### config.mk
export PLATFORM = sky130hd
export DESIGN_NAME = uart_tx
export DESIGN_NICKNAME = d
export VERILOG_FILES = /design/src/rtl/uart_tx.sv
export SDC_FILE = /design/constraint.sdc
export NUM_CORES = 1
export LEC_CHECK = 0
export BUFFER_PORTS_ARGS = -buffer_cell sky130_fd_sc_hd__buf_4
export CORE_MARGIN = 2
export CORE_UTILIZATION = 45
export CTS_CLUSTER_DIAMETER = 150
export DETAILED_ROUTE_END_ITERATION = 16
export PLACE_DENSITY_LB_ADDON = 0.15
export SLEW_MARGIN = 30
export SYNTH_ARGS = -nofsm -noshare
export SYNTH_HDL_FRONTEND = slang
export SYNTH_SLANG_ARGS = --single-unit
### constraint.sdc
create_clock -name clk -period 7 [get_ports clk]
set_input_delay 0.7 -clock clk [delete_from_list [all_inputs] [get_ports clk]]
set_output_delay 0.7 -clock clk [all_outputs]
set_load 0.03 [all_outputs]
### src/rtl/uart_tx.sv
// uart_tx: buffered 8N1 UART transmitter; bytes queue in a small FIFO and go out
// back-to-back on TX (start, 8 data bits LSB-first, stop) at BAUD_DIV clk per bit.
module uart_tx #(
  parameter int BAUD_DIV = 32,
  parameter int FIFO_DEPTH = 4
) (
  input  logic       clk,
  input  logic       rst_n,
  input  logic       trmt,
  input  logic [7:0] tx_data,
  output logic       full,
  output logic       tx_busy,
  output logic       tx_done,
  output logic       TX
);
  localparam int AW = $clog2(FIFO_DEPTH);
  localparam int CW = $clog2(BAUD_DIV);
  typedef enum logic {IDLE, TRANSMIT} state_t;
  state_t state;
  logic [7:0] mem [FIFO_DEPTH];
  logic [AW-1:0] wr_ptr, rd_ptr;
  logic [AW:0] cnt;
  logic [9:0] sh;
  logic [CW-1:0] baud_cnt;
  logic [3:0] bit_cnt;
  logic push, shift, frame_end, load;
  // a new frame loads straight after the stop bit, so queued bytes leave with no idle gap
  always_comb begin
    full = cnt == (AW+1)'(FIFO_DEPTH);
    push = trmt & ~full;
    shift = state == TRANSMIT && baud_cnt == CW'(BAUD_DIV - 1);
    frame_end = shift && bit_cnt == 4'd9;
    load = cnt != '0 && (state != TRANSMIT || frame_end);
    tx_busy = state == TRANSMIT;
    TX = sh[0];
  end
  always_ff @(posedge clk)
    if (push) mem[wr_ptr] <= tx_data;
  always_ff @(posedge clk or negedge rst_n)
    if (!rst_n) begin
      state <= IDLE;
      wr_ptr <= '0;
      rd_ptr <= '0;
      cnt <= '0;
      sh <= '1;
      baud_cnt <= '0;
      bit_cnt <= '0;
      tx_done <= 1'b0;
    end else begin
      tx_done <= frame_end;
      if (push) wr_ptr <= wr_ptr + 1'b1;
      if (load) rd_ptr <= rd_ptr + 1'b1;
      cnt <= cnt + {{AW{1'b0}}, push} - {{AW{1'b0}}, load};
      if (load) begin
        sh <= {1'b1, mem[rd_ptr], 1'b0};
        baud_cnt <= '0;
        bit_cnt <= '0;
        state <= TRANSMIT;
      end else begin
        baud_cnt <= (shift || state != TRANSMIT) ? '0 : baud_cnt + 1'b1;
        if (shift) begin
          sh <= {1'b1, sh[9:1]};
          bit_cnt <= bit_cnt + 1'b1;
        end
        if (frame_end) state <= IDLE;
      end
    end
endmodule

==> flow_metrics.tcl <==
set metrics [dict create \
    critPathRequiredTime_ns 7.21 \
    final-setup-viol-count 0 \
    core_area_um2 5473 \
    areaGrowthSynthToFinish_pct 12.13 \
    layout-drive-gt1-share_pct 35.00 \
    dieArea_um2 6279 \
    grt_pass1_wl_mm 6.486 \
    vias 1245 \
    die_x_um 79.24 \
    outcome "finished clean" \
    hold_viol_final 0 \
    min_period_over_period_pct 42.70 \
    finalNonFillerCells 252 \
    clk_path_buf_depth 2 \
    num_rows 27 \
    grt-ovfl-total 0 \
    place_congestion 0.7146 \
    r2r_end "cnt[2]" \
    io_pins 15 \
    yosys_warnings 0 \
    detail_route.wl_per_cell_um 15.20 \
    cts_hold_buf 0 \
    ys_seq_area_share_pct 64.69 \
    first_pass_iters 4 \
    ys_seq_elements 59 \
    crit_fanout 15 \
    period_minus_slack_ns 2.989 \
    h-tree-depth 3 \
    clock_sinks 59 \
    ir_drop_mv 0.1581 \
    p_per_area_nw_per_um2 374.4 \
    grt_pass1_vias 1328 \
    reg2reg_slack_ns 4.01 \
    drcViolationCount 0 \
    vias_per_cell 4.940 \
    tightest_slew_ns 0.5587 \
    crit_type "reg2reg" \
    reg2reg_depth 12 \
    io_buffers 14 \
    crit_path_end_kind "flip-flop" \
    antenna_found_initial 0 \
    cts_resized 0 \
    slew_headroom_pct 62.76 \
    grt_usage_pct 14.39 \
    clock.fmax_mhz 334.6 \
    cts_tree "done" \
    crit_arrival_ns 3.19 \
    post_cts_buffers 0 \
    cp-start-kind "flip-flop" \
    nets 197 \
    wirelength_mm 3.830 \
    rsz0062_at_grt "no" \
    hpwl_mm 2.611 \
    start_util_pct 46.55 \
    dp_cells 236 \
    cts_root_buf "clkbuf_8" \
    drv_slew 0 \
    skew_ns 0.007166 \
    ant_nets 0 \
    rr_startpoint "baud_cnt[0]" \
    die_h_um 79.24 \
    synth_fp_nets 177 \
    syn_area_um2 2547 \
    cap_viol_max_count 0 \
    power_leakage_nw 1.143 \
    avgSynthCellArea_um2 16.44 \
    first_iter_violations 66 \
    synthCells 155 \
    grt_max_degree 28 \
    synth_cell_types 34 \
    antenna_cells 0 \
    hp-class "in2async" \
    clk_latency_ns 0.32 \
    clk_pin_slew_ns 0.06 \
    cts_buffers 9 \
    fin_setup_tns_ns 0 \
]
==> area by class of cell <==
cell class	instances	area, um2
fillers	476	2616
flip-flops and latches	59	1648
multi-input cells	81	823.3
clock buffers	11	131.4
repair buffers	14	105.1
well taps	72	90.09
inverters	10	37.54
clock inverters	5	21.27
==> power by group <==
group / total, W / switching (W) / internal [W]
sequential: 0.000560 / 0.0000681 / 0.000492
clock: 0.000239 / 0.000116 / 0.000123
combinational: 0.000270 / 0.000123 / 0.000147
total: 0.00107 / 0.000307 / 0.000762
==> worst max-delay path, cell delays in order (launching register included) <==
cell,delay [ns]
dfrtp_1,0.37
ha_1,0.20
and3_1,0.17
ha_1,0.24
nand4b_2,0.20
a21oi_4,0.50
ha_1,0.33
inv_1,0.05
ha_1,0.13
inv_1,0.05
fa_1,0.37
xnor2_1,0.14
xnor2_1,0.13
==> kinds of logic after synthesis <==
kind of cell | Yosys count | share of synthesized area (%)
simple gates | 31 | 6.926
compound gates | 6 | 1.719
flops | 59 | 64.69
fa+ha+maj | 11 | 5.697
mux | 24 | 14.88
xor+xnor | 9 | 3.094
buf+inv | 15 | 2.996
==> cell usage after synthesis <==
cell type / instances / area, um2
buf_1: 1 / 3.750
inv_1: 10 / 37.54
mux2_1: 1 / 11.26
nor2b_1: 1 / 6.260
ha_1: 10 / 125.1
a21oi_4: 1 / 16.27
nand2b_1: 2 / 12.51
nand2_1: 5 / 18.77
nand3_1: 4 / 20.02
edfxtp_1: 32 / 960.9
dfrtp_1: 18 / 450.4
nand2_2: 1 / 6.260
o21ai_0: 1 / 5.000
nor2_1: 7 / 26.28
xnor2_1: 5 / 43.79
buf_2: 1 / 5.000
nor3_1: 1 / 5.000
dfstp_2: 9 / 236.5
or2_2: 1 / 6.260
buf_6: 2 / 22.52
xor2_1: 4 / 35.03
nor3_2: 1 / 10.01
a21oi_1: 3 / 15.01
buf_4: 1 / 7.510
nand4b_2: 1 / 15.01
fa_1: 1 / 20.02
mux2_4: 5 / 75.07
and3_1: 1 / 6.260
or3_1: 1 / 6.260
mux4_2: 8 / 180.2
a211oi_1: 1 / 7.510
and2_1: 4 / 25.02
nor3b_2: 1 / 12.51
mux2_2: 10 / 112.6
==> flip-flops by register name, indices dropped and copies added (netlist names) <==
name      count
mem          32
sh            9
baud_cnt      5
bit_cnt       4
cnt           3
rd_ptr        2
wr_ptr        2
tx_busy       1
tx_done       1
==> stage by stage <==
step | total power [W] | setup slack [ns] | util, % | instance area (um2) | hold WS (ns)
final | 0.001070 | 4.011 | 52.19 | 2856 | 0.2809
after global placement | 0.0008236 | 4.103 | 49.41 | 2704 | 0.4442
after CTS | 0.001090 | 3.968 | 52.19 | 2856 | 0.2851
after global routing | 0.001147 | 3.706 | 52.19 | 2856 | 0.2941
after detailed placement | 0.0008479 | 3.981 | 49.41 | 2704 | 0.4635
after floorplan | 0.0007648 | 4.333 | - | 2547 | 0.4044
==> worst max path at each step <==
| stage | startpoint | endpoint | slack [ns] |
|---|---|---|---|
| final | baud_cnt[0] | cnt[2] | 4.01 |
| after detailed placement | baud_cnt[0] | cnt[2] | 3.98 |
| after CTS | baud_cnt[0] | cnt[2] | 3.97 |
| after global routing | baud_cnt[0] | cnt[2] | 3.71 |
| after floorplan | baud_cnt[0] | cnt[2] | 4.33 |
| after global placement | baud_cnt[0] | cnt[2] | 4.10 |
==> per-layer routing <==
| layer | GRT usage (%) | part of all wire, % |
|---|---|---|
| met4 | 8.276 | 1.6 |
| met2 | 22.37 | 51 |
| met1 | 18.06 | 44 |
| met5 | 0 | 0 |
| met3 | 4.091 | 2.6 |
==> cells in the final DEF, fill, tap and decap left out, drive strengths merged, types with 5 or more instances in the layout <==
master / instances
clkinv: 5
mux4: 8
dfstp: 9
edfxtp: 32
clkbuf: 11
nor2: 7
ha: 10
mux2: 16
xnor2: 5
inv: 10
dfrtp: 18
nand2: 6
buf: 14
No activity file was read; power rests on OpenSTA's default activity.
